## src/rtl/sram_arbiter_pkg.sv

```systemverilog
// Shared types and constants for the base-SRAM arbiter: FSM states, port IDs
// and the wait-counter sizing helper.
package sram_arbiter_pkg;

  typedef enum logic [2:0] {
    ST_IDLE     = 3'd0,
    ST_RD       = 3'd1,
    ST_WR_SETUP = 3'd2,
    ST_WR_PULSE = 3'd3,
    ST_WR_HOLD  = 3'd4,
    ST_DONE     = 3'd5
  } state_t;

  localparam logic PORT_IF  = 1'b0;
  localparam logic PORT_MEM = 1'b1;

  localparam logic [3:0] BE_NONE = 4'hF;
  localparam logic [3:0] BE_ALL  = 4'h0;

  // Counter must hold the longest reload value plus headroom for the last cycle.
  function automatic int wait_cnt_width(input int read_wait, input int write_wait);
    int longest;
    longest = (read_wait > write_wait) ? read_wait : write_wait;
    return $clog2(longest + 2);
  endfunction

endpackage

```

## src/rtl/sram_arbiter.sv

```systemverilog
// Arbitrates the CPU fetch and data ports onto the single asynchronous base SRAM
// and sequences its read/write timing, returning a one-cycle ack per access.
module sram_arbiter
  import sram_arbiter_pkg::*;
#(
  parameter int READ_WAIT  = 1,
  parameter int WRITE_WAIT = 1
) (
  input  logic        clk,
  input  logic        rst,

  input  logic        if_req,
  input  logic [31:0] if_addr,
  output logic [31:0] if_rdata,
  output logic        if_ack,

  input  logic        mem_req,
  input  logic        mem_we,
  input  logic [31:0] mem_addr,
  input  logic [3:0]  mem_sel,
  input  logic [31:0] mem_wdata,
  output logic [31:0] mem_rdata,
  output logic        mem_ack,

  output logic [19:0] ram_addr,
  output logic [3:0]  ram_be_n,
  output logic        ram_ce_n,
  output logic        ram_oe_n,
  output logic        ram_we_n,
  output logic [31:0] ram_dout,
  output logic        ram_dout_oe,
  input  logic [31:0] ram_din
);

  localparam int CW = wait_cnt_width(READ_WAIT, WRITE_WAIT);
  localparam logic [CW-1:0] READ_RELOAD  = CW'(READ_WAIT);
  localparam logic [CW-1:0] WRITE_RELOAD = CW'(WRITE_WAIT);

  state_t        state;
  logic [CW-1:0] wait_cnt;
  logic          last_port;
  logic          gnt_port;

  logic          grant_any;
  logic          pick_port;
  logic          pick_write;
  logic [31:0]   pick_addr;
  logic          unused_addr_bits;

  // Round-robin between the two ports: on a conflict the port not served last wins.
  always_comb begin
    pick_port = PORT_IF;
    if (mem_req && (!if_req || last_port == PORT_IF))
      pick_port = PORT_MEM;
    grant_any  = if_req || mem_req;
    pick_write = (pick_port == PORT_MEM) && mem_we;
    pick_addr  = (pick_port == PORT_MEM) ? mem_addr : if_addr;
  end

  // Byte offset and the region-select bits are decoded upstream.
  assign unused_addr_bits = ^{pick_addr[31:22], pick_addr[1:0]};

  always_ff @(posedge clk) begin
    if (rst) begin
      state       <= ST_IDLE;
      wait_cnt    <= '0;
      last_port   <= PORT_IF;
      gnt_port    <= PORT_IF;
      if_rdata    <= '0;
      mem_rdata   <= '0;
      if_ack      <= 1'b0;
      mem_ack     <= 1'b0;
      ram_addr    <= '0;
      ram_be_n    <= BE_NONE;
      ram_ce_n    <= 1'b1;
      ram_oe_n    <= 1'b1;
      ram_we_n    <= 1'b1;
      ram_dout    <= '0;
      ram_dout_oe <= 1'b0;
    end else begin
      if_ack  <= 1'b0;
      mem_ack <= 1'b0;

      case (state)
        ST_IDLE: begin
          if (grant_any) begin
            last_port <= pick_port;
            gnt_port  <= pick_port;
            ram_addr  <= pick_addr[21:2];
            ram_ce_n  <= 1'b0;
            if (pick_write) begin
              state       <= ST_WR_SETUP;
              ram_be_n    <= ~mem_sel;
              ram_dout    <= mem_wdata;
              ram_dout_oe <= 1'b1;
              ram_oe_n    <= 1'b1;
              ram_we_n    <= 1'b1;
            end else begin
              state    <= ST_RD;
              ram_be_n <= BE_ALL;
              ram_oe_n <= 1'b0;
              wait_cnt <= READ_RELOAD;
            end
          end
        end

        ST_RD: begin
          if (wait_cnt == '0) begin
            if (gnt_port == PORT_IF) begin
              if_rdata <= ram_din;
              if_ack   <= 1'b1;
            end else begin
              mem_rdata <= ram_din;
              mem_ack   <= 1'b1;
            end
            state    <= ST_DONE;
            ram_ce_n <= 1'b1;
            ram_oe_n <= 1'b1;
            ram_be_n <= BE_NONE;
          end else begin
            wait_cnt <= wait_cnt - 1'b1;
          end
        end

        ST_WR_SETUP: begin
          state    <= ST_WR_PULSE;
          ram_we_n <= 1'b0;
          wait_cnt <= WRITE_RELOAD;
        end

        ST_WR_PULSE: begin
          if (wait_cnt == '0) begin
            state    <= ST_WR_HOLD;
            ram_we_n <= 1'b1;
          end else begin
            wait_cnt <= wait_cnt - 1'b1;
          end
        end

        // Data stays driven one cycle past the strobe so the SRAM sees stable hold time.
        ST_WR_HOLD: begin
          state       <= ST_DONE;
          ram_ce_n    <= 1'b1;
          ram_dout_oe <= 1'b0;
          ram_be_n    <= BE_NONE;
          if (gnt_port == PORT_IF) if_ack  <= 1'b1;
          else                     mem_ack <= 1'b1;
        end

        ST_DONE: begin
          state <= ST_IDLE;
        end

        default: begin
          state       <= ST_IDLE;
          ram_ce_n    <= 1'b1;
          ram_oe_n    <= 1'b1;
          ram_we_n    <= 1'b1;
          ram_dout_oe <= 1'b0;
          ram_be_n    <= BE_NONE;
        end
      endcase
    end
  end

endmodule

```

## config.mk

```make
export PLATFORM = sky130hd
export DESIGN_NAME = sram_arbiter
export DESIGN_NICKNAME = d
export VERILOG_FILES = /design/src/rtl/sram_arbiter_pkg.sv /design/src/rtl/sram_arbiter.sv
export SDC_FILE = /design/constraint.sdc
export NUM_CORES = 1
export LEC_CHECK = 0
export BUFFER_PORTS_ARGS = -buffer_cell sky130_fd_sc_hd__clkbuf_2
export CAP_MARGIN = 15
export CORE_MARGIN = 3
export CORE_UTILIZATION = 35
export DETAILED_ROUTE_END_ITERATION = 6
export GPL_ROUTABILITY_DRIVEN = 0
export PLACE_DENSITY = 0.67
export SLEW_MARGIN = 20
export SYNTH_ARGS = -nofsm -noshare
export SYNTH_HDL_FRONTEND = slang
export SYNTH_SLANG_ARGS = --single-unit
export TNS_END_PERCENT = 100
```

## constraint.sdc

```tcl
create_clock -name clk -period 1.9 [get_ports clk]
set_clock_uncertainty 0.2 [all_clocks]
set_input_delay 0.19 -clock clk [delete_from_list [all_inputs] [get_ports clk]]
set_output_delay 0.19 -clock clk [all_outputs]
set_load 0.005 [all_outputs]
```

### Yosys cells after proc, flatten, opt, wreduce, memory -nomap -nowiden

Index checks and enable logic that the tools add are counted.

* register bits after elaboration: 132
* input port bits: 137
* word-level logic and storage cells: 86

* add/subtract/negate cells: 1
* eq/ne operators: 11
* muxes and demuxes: 31
* bitwise logic cells: 6
* reductions and logical operators: 23

Operators with widths (number)
* $mux W22: 1
* $reduce_and A3 Y1: 7
* $pmux W3 S5: 1
* $mux W4: 3
* $ne A2 B2 Y1 const B: 6
* $pmux W4 S3: 1
* $mux W1: 11
* $mux W3: 3
* $mux W2: 4
* $reduce_and A4 Y1: 2
* $reduce_or A4 Y1: 2
* $eq A3 B2 Y1 const B: 2
* $eq A3 B3 Y1 const B: 2
* $pmux W1 S2: 3
* $pmux W1 S3: 2
* $pmux W2 S3: 1
* $reduce_or A3 Y1: 2
* $not A1 Y1: 5
* $not A4 Y4: 1
* $pmux W1 S4: 1
* $eq A3 B1 Y1 const B: 1
* $logic_not A3 Y1: 1
* $reduce_bool A3 Y1: 1
* $logic_and A1 B1 Y1: 2
* 6 further kinds: 7

### Longest topological paths before layout

* depth after elaboration: 8
* depth in mapped cells: 8

### Worst setup path after synthesis

Ideal clock, no wire load.

* kind: register -> register
* start point: reg wait_cnt[0]
* end point: reg mem_rdata[1]
* setup time: 0.132 ns
* data arrival time: 1.460 ns
* required time: 1.568 ns
* setup slack: 0.107 ns
* stages on the path, launching flop included: 9
* cell sequence: dfxtp_1 inv_1 ha_1 nand4bb_4 or2_2 clkbuf_1 buf_2 nand2_1 a21oi_1

* cells in the longest elaborated chain, start to end: 2

RTL lines
* from (decl): line sram_arbiter.sv:40 `logic [CW-1:0] wait_cnt;`
* from (signal assigned): line sram_arbiter.sv:121 `wait_cnt <= wait_cnt - 1'b1;`
* from (signal assigned): line sram_arbiter.sv:136 `wait_cnt <= wait_cnt - 1'b1;`
* $logic_not A2 Y1: line sram_arbiter.sv:108 `if (wait_cnt == '0) begin`
* $reduce_and A3 Y1 (no source line)
* to (signal assigned): line sram_arbiter.sv:113 `mem_rdata <= ram_din;`
* to (decl): line sram_arbiter.sv:22 `output logic [31:0] mem_rdata,`

Every way passes these cells.
A chain may end at the register's enable or synchronous reset.

### Worst setup path in the final report

* start point: reg wait_cnt[0]
* end point: reg if_rdata[5]

* cells in the longest elaborated chain, start to end: 2

RTL lines
* $logic_not A2 Y1: line sram_arbiter.sv:108
* $reduce_and A3 Y1 (no source line)
* to (signal assigned): line sram_arbiter.sv:110 `if_rdata <= ram_din;`
* to (decl): line sram_arbiter.sv:14 `output logic [31:0] if_rdata,`

Every way passes these cells.

==> reports/metrics.cfg <==
[cells_and_area]
n_antenna_cell=0
fin_nets=1094
layout.cells.non_filler=1149
postLayoutCoreUtil_pct=58.6
syn_to_final_growth_pct=60.3
drive_gt1_share_pct=33.2
final_cell_mix=clkbuf_2 (237), nand2_1 (197), dfxtp_1 (130)
mostFrequentLayoutCell=clkbuf_2

[floorplanning]
die_x_um=128
core_sq_um=14100
pin_count=263
die_area_sq_um=16300
fp-row-count=43
fp.dieH_um=128
initial_core_util_pct=36.5

[global_route]
grt_max_degree=47
grt_overflow_total=0
grt_use_total_pct=20.3
antenna_found_initial=0
grt_pass1_wl_mm=26.8
grt_pass1_vias=5711

[setup_path]
critPathTopFamily=buffers and inverters
critPathKind=flip-flop to flip-flop
cp_cell_sequence=inv_1 -> ha_4 -> nand4bb_4 -> buf_4 -> nor2_2 -> buf_12 -> nand2_1 -> a21oi_1
r2r_end=if_rdata[5]
cp.arrival_ns=1.91
path_buf_inv=3
reg2reg_slack_ns=0.12
cp-start-kind=flip-flop
worstPathRequired_ns=2.03
reg2reg_depth=8
r2r_start=wait_cnt[0]
cp-end-kind=flip-flop
cp_max_fo=32
max_stage_delay_ns=0.31
crit_slowest_cell=dfxtp_1

[clocking]
cts_tree=done
clkTransAtPathRegs_ns=0.06
clock_sinks=132
cts_buffer_depth=2
cts_made_buffers=17
cts-htree-levels=4
root_buffer=clkbuf_16
clk_latency_ns=0.40
post_cts_buffers=0

[synthesis]
ys_async_sr_fraction_pct=0
yosysSeqAreaShare_pct=51.1
yosys.area.top_type=dfxtp_1
yosys-top-cells-area=dfxtp_1 (51%), nand2_1 (14%), a21oi_1 (11%), a211oi_2 (4.6%), mux2i_1 (3.9%)
synth-seq-cells=132
syn_area_per_cell_sq_um=8.42
syn_nets=752
synthCells=614
synth_edf_count=0
syn_area_sq_um=5170
yosys_warnings=0
synth_cell_types=38
synthFlopType=dfxtp_1
yosys.area.top_type_share_pct=51.1

[pwr]
ir_worst_vdd_mv=0.763
total_power_mw=8.30
power.density_nw_per_um2=1000
p_leak_nw=3.63

[hold_path]
hp-class=input pin to flip-flop
hold_depth=3
hp-start=mem_addr[10]
min_delay_worst_endpoint=ram_addr[8]

[detailed_routing]
first_iter_violations=189
ant_nets=0
wire_per_inst_um=14.3
wl_mm=16.4
drt-pass1-iter-count=4
viasPerCell=4.77
vias=5481
route.detailed.drc=0

[sta]
fin_setup_tns_ns=0
setup_violations=0
rsz0062_at_grt=no
fmax_mhz=562
worst_slew_pin_slew_ns=0.557
fin_crit_ns=1.78
final_max_slew_viol_count=0
hold_viol_final=0
maxSlewHeadroom_pct=62.9
fin_crit_sh_pct=93.6

[placement]
dp.cells=1008
dp_hpwl_mm=9.97
portBuffers=238

[run_status]
outcome=completed

[job]
drv_cap=0

[cells in the mapped netlist, drive strengths merged (2+ instances only)]
cell and n:
nand2 197, dfxtp 132, a21oi 109, nor2 31, buf 30, a211oi 20, mux2i 20, clkbuf 18
inv 10, a311oi 6, nor3 6, nand3 5, a31oi 3, nand2b 3, a2111oi 2, a2bb2oi 2
nor2b 2, o21ai 2, o21bai 2
[state kept, by name, indices dropped and copies added (netlist names), 2 cells and up]
signal,count
if_rdata,32
mem_rdata,32
ram_addr,20
ram_be_n,4
ram_dout,32
state,3
wait_cnt,2
[layer usage]
layer  vias up  GRT usage, %  routed length [um]
met1      2479          22.6                6530
li1       2731             -                   -
met5         -             0                   0
met3        45          5.69                1110
met4         0          9.78                 516
met2       226          35.4                8230
[timing repair]
action	CTS	global route
gates resized for setup	0	8
endpoints found under the setup margin	0	103
hold buffers	109	0
hold endpoints to repair	121	0
[final cells by class]
class	count	area, sq um
Multi-Input combinational cell	424	2270
Inverter	10	37.5
Tap cell	180	225
Timing Repair Buffer	371	2560
Clock inverter	9	80.1
Fill cell	1205	5860
Clock buffer	23	468
Sequential cell	132	2650
[kinds of logic (layout without fill, tap and decap cells)]
kind of cell    count (synthesis)  in the layout  share of synthesized area, %
fa+ha+maj                       1              1                         0.242
buf+inv                        58            413                          5.88
mux                            20             20                          3.87
simple gates                  249            249                          19.7
compound gates                154            154                          19.2
flops                         132            132                          51.1
[report_power, final]
group	total, mW	leakage [nW]	internal [mW]	switching, mW
Sequential	3.28	1.08	3.08	0.195
Clock	3.04	0.271	1.86	1.18
Combinational	1.98	2.28	0.956	1.02
[stage by stage]
| stage | instance area (sq um) | setup slack (ns) | hold WS [ns] |
|---|---|---|---|
| final | 8290 | 0.121 | 0.0145 |
| after global routing | 8290 | 0.0203 | 0.0383 |
| after CTS | 8260 | 0.0349 | 0.00211 |
| after detailed placement | 6620 | 0.0502 | 0.218 |
| after global placement | 6620 | 0.0715 | 0.215 |
| after floorplan | 5170 | 0.107 | 0.106 |
[worst reg2reg max path: stages, from the launching register on]
cell       delay [ns]
dfxtp_1          0.31
inv_1            0.12
ha_4             0.20
nand4bb_4        0.12
buf_4            0.17
nor2_2           0.13
buf_12           0.20
nand2_1          0.11
a21oi_1          0.14
[worst max path at each step]
stage	from	to	cells after the start
floorplan	wait_cnt[0]	mem_rdata[1]	8
global placement	wait_cnt[0]	ram_we_n	6
detailed placement	wait_cnt[0]	ram_we_n	6
CTS	wait_cnt[0]	mem_rdata[25]	8
global route	wait_cnt[0]	mem_rdata[7]	8
finish	wait_cnt[0]	if_rdata[5]	8
(Power assumes the default switching activity.)
